**config.mk**
```make
export PLATFORM = sky130hd
export DESIGN_NAME = mc_datapath
export DESIGN_NICKNAME = d
export VERILOG_FILES = /design/src/rtl/mc_datapath.sv
export SDC_FILE = /design/constraint.sdc
export NUM_CORES = 2
export LEC_CHECK = 0
export CORE_MARGIN = 4
export CORE_UTILIZATION = 31
export DETAILED_ROUTE_END_ITERATION = 10
export GPL_TIMING_DRIVEN = 0
export SLEW_MARGIN = 30
export SYNTH_ARGS = -nofsm -noshare
export SYNTH_HDL_FRONTEND = slang
export SYNTH_SLANG_ARGS = --single-unit
```
**constraint.sdc**
```tcl
create_clock -name clk -period 22.1 [get_ports clk]
set_clock_uncertainty 0.2 [all_clocks]
set_input_delay 4.42 -clock clk [delete_from_list [all_inputs] [get_ports clk]]
set_output_delay 4.42 -clock clk [all_outputs]
set_load 0.01 [all_outputs]
```
**src/rtl/mc_datapath.sv**
```systemverilog
// -----------------------------------------------------------------------------
// mc_datapath
//   Multi-cycle single-bus datapath. One operation at a time walks through a
//   small FSM; in each state exactly one source drives the shared bus, and
//   every architectural register except Z (fed by the ALU) and MDR (fed by
//   mdatain) loads from that bus.
//
// Ports
//   clk       rising-edge clock
//   clr       asynchronous active-low reset
//   op_valid  request strobe, accepted when op_ready is high
//   op_ready  high only in IDLE
//   op_code   0 ADD, 1 SUB, 2 AND, 3 OR, 4 SHL, 5 SHR, 6 NOT, 7 MUL, 8 LDI
//   ra        destination register
//   rb, rc    source registers A and B
//   mdatain   memory data captured by LDI
//   done      one-cycle completion pulse
//   err       one-cycle illegal-opcode pulse (only together with done)
//   bus_out   current shared-bus value
//   hi_out    HI register
//   lo_out    LO register
//   rd_addr   debug read address
//   rd_data   R[rd_addr], combinational, no write bypass
// -----------------------------------------------------------------------------
module mc_datapath #(
    parameter int DATA_W = 32,
    parameter int NREGS  = 16,
    localparam int REG_AW = $clog2(NREGS)
) (
    input  logic              clk,
    input  logic              clr,
    input  logic              op_valid,
    output logic              op_ready,
    input  logic [3:0]        op_code,
    input  logic [REG_AW-1:0] ra,
    input  logic [REG_AW-1:0] rb,
    input  logic [REG_AW-1:0] rc,
    input  logic [DATA_W-1:0] mdatain,
    output logic              done,
    output logic              err,
    output logic [DATA_W-1:0] bus_out,
    output logic [DATA_W-1:0] hi_out,
    output logic [DATA_W-1:0] lo_out,
    input  logic [REG_AW-1:0] rd_addr,
    output logic [DATA_W-1:0] rd_data
);

    // Shift amount uses only the low clog2(DATA_W) bits of the bus.
    localparam int SH_W = (DATA_W > 1) ? $clog2(DATA_W) : 1;

    localparam logic [3:0] OP_ADD = 4'd0;
    localparam logic [3:0] OP_SUB = 4'd1;
    localparam logic [3:0] OP_AND = 4'd2;
    localparam logic [3:0] OP_OR  = 4'd3;
    localparam logic [3:0] OP_SHL = 4'd4;
    localparam logic [3:0] OP_SHR = 4'd5;
    localparam logic [3:0] OP_NOT = 4'd6;
    localparam logic [3:0] OP_MUL = 4'd7;
    localparam logic [3:0] OP_LDI = 4'd8;

    typedef enum logic [2:0] {
        IDLE,
        T_Y,
        T_Z,
        T_WLO,
        T_WHI,
        T_MDR,
        T_WMDR
    } state_t;

    state_t              state_q;
    logic [3:0]          op_q;
    logic [REG_AW-1:0]   ra_q;
    logic [REG_AW-1:0]   rb_q;
    logic [REG_AW-1:0]   rc_q;
    logic [DATA_W-1:0]   y_q;
    logic [2*DATA_W-1:0] z_q;
    logic [DATA_W-1:0]   hi_q;
    logic [DATA_W-1:0]   lo_q;
    logic [DATA_W-1:0]   mdr_q;
    logic                done_q;
    logic                err_q;

    logic [DATA_W-1:0]   regs [NREGS];
    logic [DATA_W-1:0]   bus;
    logic                reg_we;

    logic [DATA_W-1:0]   alu_lo;
    logic [2*DATA_W-1:0] alu_d;
    logic [2*DATA_W-1:0] mul_a;
    logic [2*DATA_W-1:0] mul_b;
    logic [SH_W-1:0]     sh_amt;

    // ------------------------------------------------------------------
    // Shared bus: one source per state, zero when nothing drives it.
    // ------------------------------------------------------------------
    always_comb begin
        bus = '0;
        case (state_q)
            T_Y:     bus = regs[rb_q];
            T_Z:     bus = regs[rc_q];
            T_WLO:   bus = z_q[DATA_W-1:0];
            T_WHI:   bus = z_q[2*DATA_W-1:DATA_W];
            T_WMDR:  bus = mdr_q;
            default: bus = '0;
        endcase
    end

    // ------------------------------------------------------------------
    // ALU: Y is operand A, the bus is operand B. Only MUL produces a
    // non-zero upper half of Z.
    // ------------------------------------------------------------------
    assign sh_amt = bus[SH_W-1:0];

    always_comb begin
        mul_a  = {{DATA_W{1'b0}}, y_q};
        mul_b  = {{DATA_W{1'b0}}, bus};
        alu_lo = '0;
        case (op_q)
            OP_ADD:  alu_lo = y_q + bus;
            OP_SUB:  alu_lo = y_q - bus;
            OP_AND:  alu_lo = y_q & bus;
            OP_OR:   alu_lo = y_q | bus;
            OP_SHL:  alu_lo = y_q << sh_amt;
            OP_SHR:  alu_lo = y_q >> sh_amt;
            OP_NOT:  alu_lo = ~bus;
            default: alu_lo = '0;
        endcase
        if (op_q == OP_MUL) begin
            alu_d = mul_a * mul_b;
        end else begin
            alu_d = {{DATA_W{1'b0}}, alu_lo};
        end
    end

    // ------------------------------------------------------------------
    // Register file. The single write port is the bus in T_WLO (non-MUL)
    // or T_WMDR; sources are always read in their own state, so aliasing
    // between ra/rb/rc needs no special handling.
    // ------------------------------------------------------------------
    assign reg_we = ((state_q == T_WLO) && (op_q != OP_MUL)) || (state_q == T_WMDR);

    genvar gi;
    generate
        for (gi = 0; gi < NREGS; gi++) begin : g_reg
            logic [DATA_W-1:0] r_q;

            always_ff @(posedge clk or negedge clr) begin
                if (!clr) begin
                    r_q <= '0;
                end else if (reg_we && (ra_q == REG_AW'(gi))) begin
                    r_q <= bus;
                end
            end

            assign regs[gi] = r_q;
        end
    endgenerate

    // ------------------------------------------------------------------
    // Control FSM and datapath registers.
    // ------------------------------------------------------------------
    always_ff @(posedge clk or negedge clr) begin
        if (!clr) begin
            state_q <= IDLE;
            op_q    <= '0;
            ra_q    <= '0;
            rb_q    <= '0;
            rc_q    <= '0;
            y_q     <= '0;
            z_q     <= '0;
            hi_q    <= '0;
            lo_q    <= '0;
            mdr_q   <= '0;
            done_q  <= 1'b0;
            err_q   <= 1'b0;
        end else begin
            done_q <= 1'b0;
            err_q  <= 1'b0;
            case (state_q)
                IDLE: begin
                    if (op_valid) begin
                        op_q <= op_code;
                        ra_q <= ra;
                        rb_q <= rb;
                        rc_q <= rc;
                        if (op_code <= OP_MUL) begin
                            state_q <= T_Y;
                        end else if (op_code == OP_LDI) begin
                            state_q <= T_MDR;
                        end else begin
                            // Illegal opcode: stay in IDLE, only flag it.
                            done_q <= 1'b1;
                            err_q  <= 1'b1;
                        end
                    end
                end
                T_Y: begin
                    y_q     <= bus;
                    state_q <= T_Z;
                end
                T_Z: begin
                    z_q     <= alu_d;
                    state_q <= T_WLO;
                end
                T_WLO: begin
                    if (op_q == OP_MUL) begin
                        lo_q    <= bus;
                        state_q <= T_WHI;
                    end else begin
                        state_q <= IDLE;
                        done_q  <= 1'b1;
                    end
                end
                T_WHI: begin
                    hi_q    <= bus;
                    state_q <= IDLE;
                    done_q  <= 1'b1;
                end
                T_MDR: begin
                    mdr_q   <= mdatain;
                    state_q <= T_WMDR;
                end
                T_WMDR: begin
                    state_q <= IDLE;
                    done_q  <= 1'b1;
                end
                default: begin
                    state_q <= IDLE;
                end
            endcase
        end
    end

    assign op_ready = (state_q == IDLE);
    assign done     = done_q;
    assign err      = err_q;
    assign bus_out  = bus;
    assign hi_out   = hi_q;
    assign lo_out   = lo_q;
    assign rd_data  = regs[rd_addr];

endmodule
```
==> impl_metrics.toml <==
[outcome]
status = "completed"

[sta]
maxSlewViolCount = 0
finalHoldViolCount = 0
relSlewSlack = 0.229
period_share = 0.728
tightestPinTransition_ns = 1.15
hold_ws_ns = 0.279
min_period_ns = 16.08
fin_setup_tns_ns = 0
clock.fmax_ghz = 0.0622
setup_viol = 0
timing.final.ws_setup_ns = 6.02
rsz0062_at_grt = "false"

[synthesis]
ys_seq_area_frac = 0.229
yosysWarnings = 0
syn_nets = 8882
synthArstFlopShare = 1.00
yosysUniqueCellTypes = 88
syn_inst = 7632
syn_area_um2 = 79300
yosys_register_bits = 725
syn_avg_cell_area_um2 = 10.4
synth_edf_count = 0
synthFlopType = "dfrtp_1"

[clock_tree]
cts_setup_buffers = 0
clockBufferDepth = 3
hold_buffers = 0
h-tree-depth = 3
cts_tree = "yes"
cts-buffers-inserted = 88
post_cts_resize_count = 0
clk_pin_slew_ns = 0.06
clkLatencyLatePin_ns = 0.75
cts_root_buffer = "clkbuf_16"
cts.sinks = 725

[finish]
final_util = 0.353
layout_common_cells = "inv_1, fa_1, nand2_1"
final_area_um2 = 89700
area_growth_syn_to_layout_pct = 13.0
final_cells = 11400
nNetsFinal = 9187
layout-drive-gt1-share = 0.173
mostFrequentLayoutCell = "inv_1"

[grt]
grt_start_max_net_pins = 124
grt_use_total = 0.300
gr-total-overflow = 0
grt_pass1_vias = 67900
grt_pass1_wl_um = 554000
antenna_found_initial = 59

[worst_setup_path]
cp-endpoint = "z_q[63]$_DFFE_PN0N_"
path_common_cell = "fa_1"
worst-path-max-fanout = 10
worst-path-buf-inv = 11
r2r-end = "z_q[63]$_DFFE_PN0N_"
cp-end-kind = "flop"
cp_slowest_stage_delay_ns = 0.84
cp_top_family = "buffers and inverters"
path_depth = 36
worstPathArrival_ns = 16.47
worstRegToRegCells = 36
r2r_start = "rb_q[1]$_DFFE_PN0P_"
r2r_setup_slack_ns = 6.02
critPathSlowestCell = "clkbuf_1"
start_kind = "flop"
path_class = "reg -> reg"
crit_start = "rb_q[1]$_DFFE_PN0P_"
crit_required_ns = 22.49

[floorplanning]
fp.dieH_um = 514
die_w_um = 514
io_pins = 186
start_util = 0.312
fp.coreArea_um2 = 254000
rows = 185
dieArea_um2 = 264000

[power_and_ir_drop]
p_int_mw = 5.60
seqPwrFrac = 0.161
comb_power_share = 0.718
switchingPower_mw = 7.69
p_sw_frac = 0.578
ir_worst_vdd_mv = 0.0874
leakage_nw = 41.2
power_density_nw_per_um2 = 148
p_clk_frac = 0.121
p_total_mw = 13.3

[placement]
placed_area_um2 = 86400
pre_cts_ws_ns = 6.34
dp_hpwl_um = 319000
gp_congestion = 1.03
portBuffers = 182
dp_cells = 11200

[detailed_routing]
drt-wirelength-per-cell_um = 35.5
vias_per_cell = 5.92
drt_iter0_drc = 9068
wl_um = 405000
ant_nets = 0
vias = 67500
drc_errors = 0
first_pass_iters = 6

[run]
drv_cap = 0

[worst_hold_path]
hp-class = "reg -> reg"
layer usage:
metal	GRT usage	vias to the layer above	part of all wire
li1	-	26200	-
met4	0.181	32	0.075
met5	0	-	0.00057
met2	0.449	5085	0.43
met1	0.378	34900	0.37
met3	0.0992	1196	0.12
worst reg2reg max path, delay by kind of cell (launching register included):
kind,cells,cell delay [ns]
AO/OA/AOI/OAI,8,4.05
XOR/XNOR,1,0.18
adder cells (fa/ha/maj),9,4.41
buffers and inverters,11,5.43
flip-flops,1,0.36
multiplexers,2,0.47
AND/OR/NAND/NOR,5,0.83
synthesized netlist by cell type (all sizes together), types with 21 or more instances:
cell type  number  area, µm²
mux2i         227       2270
inv           937       3520
mux2          480       5410
o21ai         235       1180
a211oi         37        283
ha            298       3730
a221oi         23        201
buf           138        746
a31oi          34        213
fa            897      18000
o31ai          22        175
and2          466       2920
nand2         800       3000
mux4          407       9210
nor2          349       1320
dfrtp         725      18100
a21o           93        698
nand2b         27        169
o2111ai        37        324
o22ai          33        206
nor3           45        263
xnor2          71        622
clkbuf        510       1910
nand4          21        131
a21oi         284       1420
a22oi          44        330
xor2           38        333
nor2b          57        357
nand3          48        240
worst min-delay path by stage:
| stage | from | to | slack (ns) | cells past startpoint |
|---|---|---|---|---|
| global placement | z_q[49]$_DFFE_PN0N_ | z_q[49]$_DFFE_PN0N_ | 0.26 | 2 |
| global route | z_q[34]$_DFFE_PN0N_ | z_q[34]$_DFFE_PN0N_ | 0.31 | 2 |
| CTS | z_q[61]$_DFFE_PN0N_ | z_q[61]$_DFFE_PN0N_ | 0.28 | 2 |
| finish | z_q[37]$_DFFE_PN0N_ | z_q[37]$_DFFE_PN0N_ | 0.28 | 2 |
| floorplan | z_q[33]$_DFFE_PN0N_ | z_q[33]$_DFFE_PN0N_ | 0.25 | 2 |
| detailed placement | z_q[61]$_DFFE_PN0N_ | z_q[61]$_DFFE_PN0N_ | 0.27 | 2 |
logic make-up (layout without fill, tap and decap cells):
logic type,count (synthesis),count (layout),synth area share
compound gates,1004,1004,0.0809
other cells,0,35,0
buf+inv,1591,1963,0.0781
simple gates,1894,1894,0.114
xor+xnor,109,109,0.0120
fa+ha+maj,1195,1195,0.273
mux,1114,1114,0.213
flops,725,725,0.229
area by class of cell:
| cell class | count | area [µm²] |
|---|---|---|
| fillers | 25500 | 165000 |
| repair buffers | 215 | 2500 |
| plain buffers | 648 | 2890 |
| diodes | 35 | 87.6 |
| clock buffers | 119 | 2480 |
| well taps | 3366 | 4210 |
| flip-flops and latches | 725 | 18100 |
| clock inverters | 38 | 629 |
| inverters | 943 | 3540 |
| multi-input cells | 5316 | 55200 |
state kept, by name (all words and copies together), names as in the netlist:
signal	count
g.r_q	512
mdr_q	32
op_q	4
ra_q	4
y_q	32
done	1
rc_q	4
rb_q	4
err	1
state_q	3
hi_out	32
z_q	64
lo_out	32
power by group through the flow:
stage	combinational [mW]	sequential, mW	clock, mW
after floorplan	4.97	1.97	0
after global placement	8.99	2.10	0
after detailed placement	9.08	2.13	0
after CTS	9.16	2.11	1.62
after global routing	9.76	2.17	1.67
final	9.54	2.14	1.61
No activity file was read; power rests on OpenSTA's default activity.
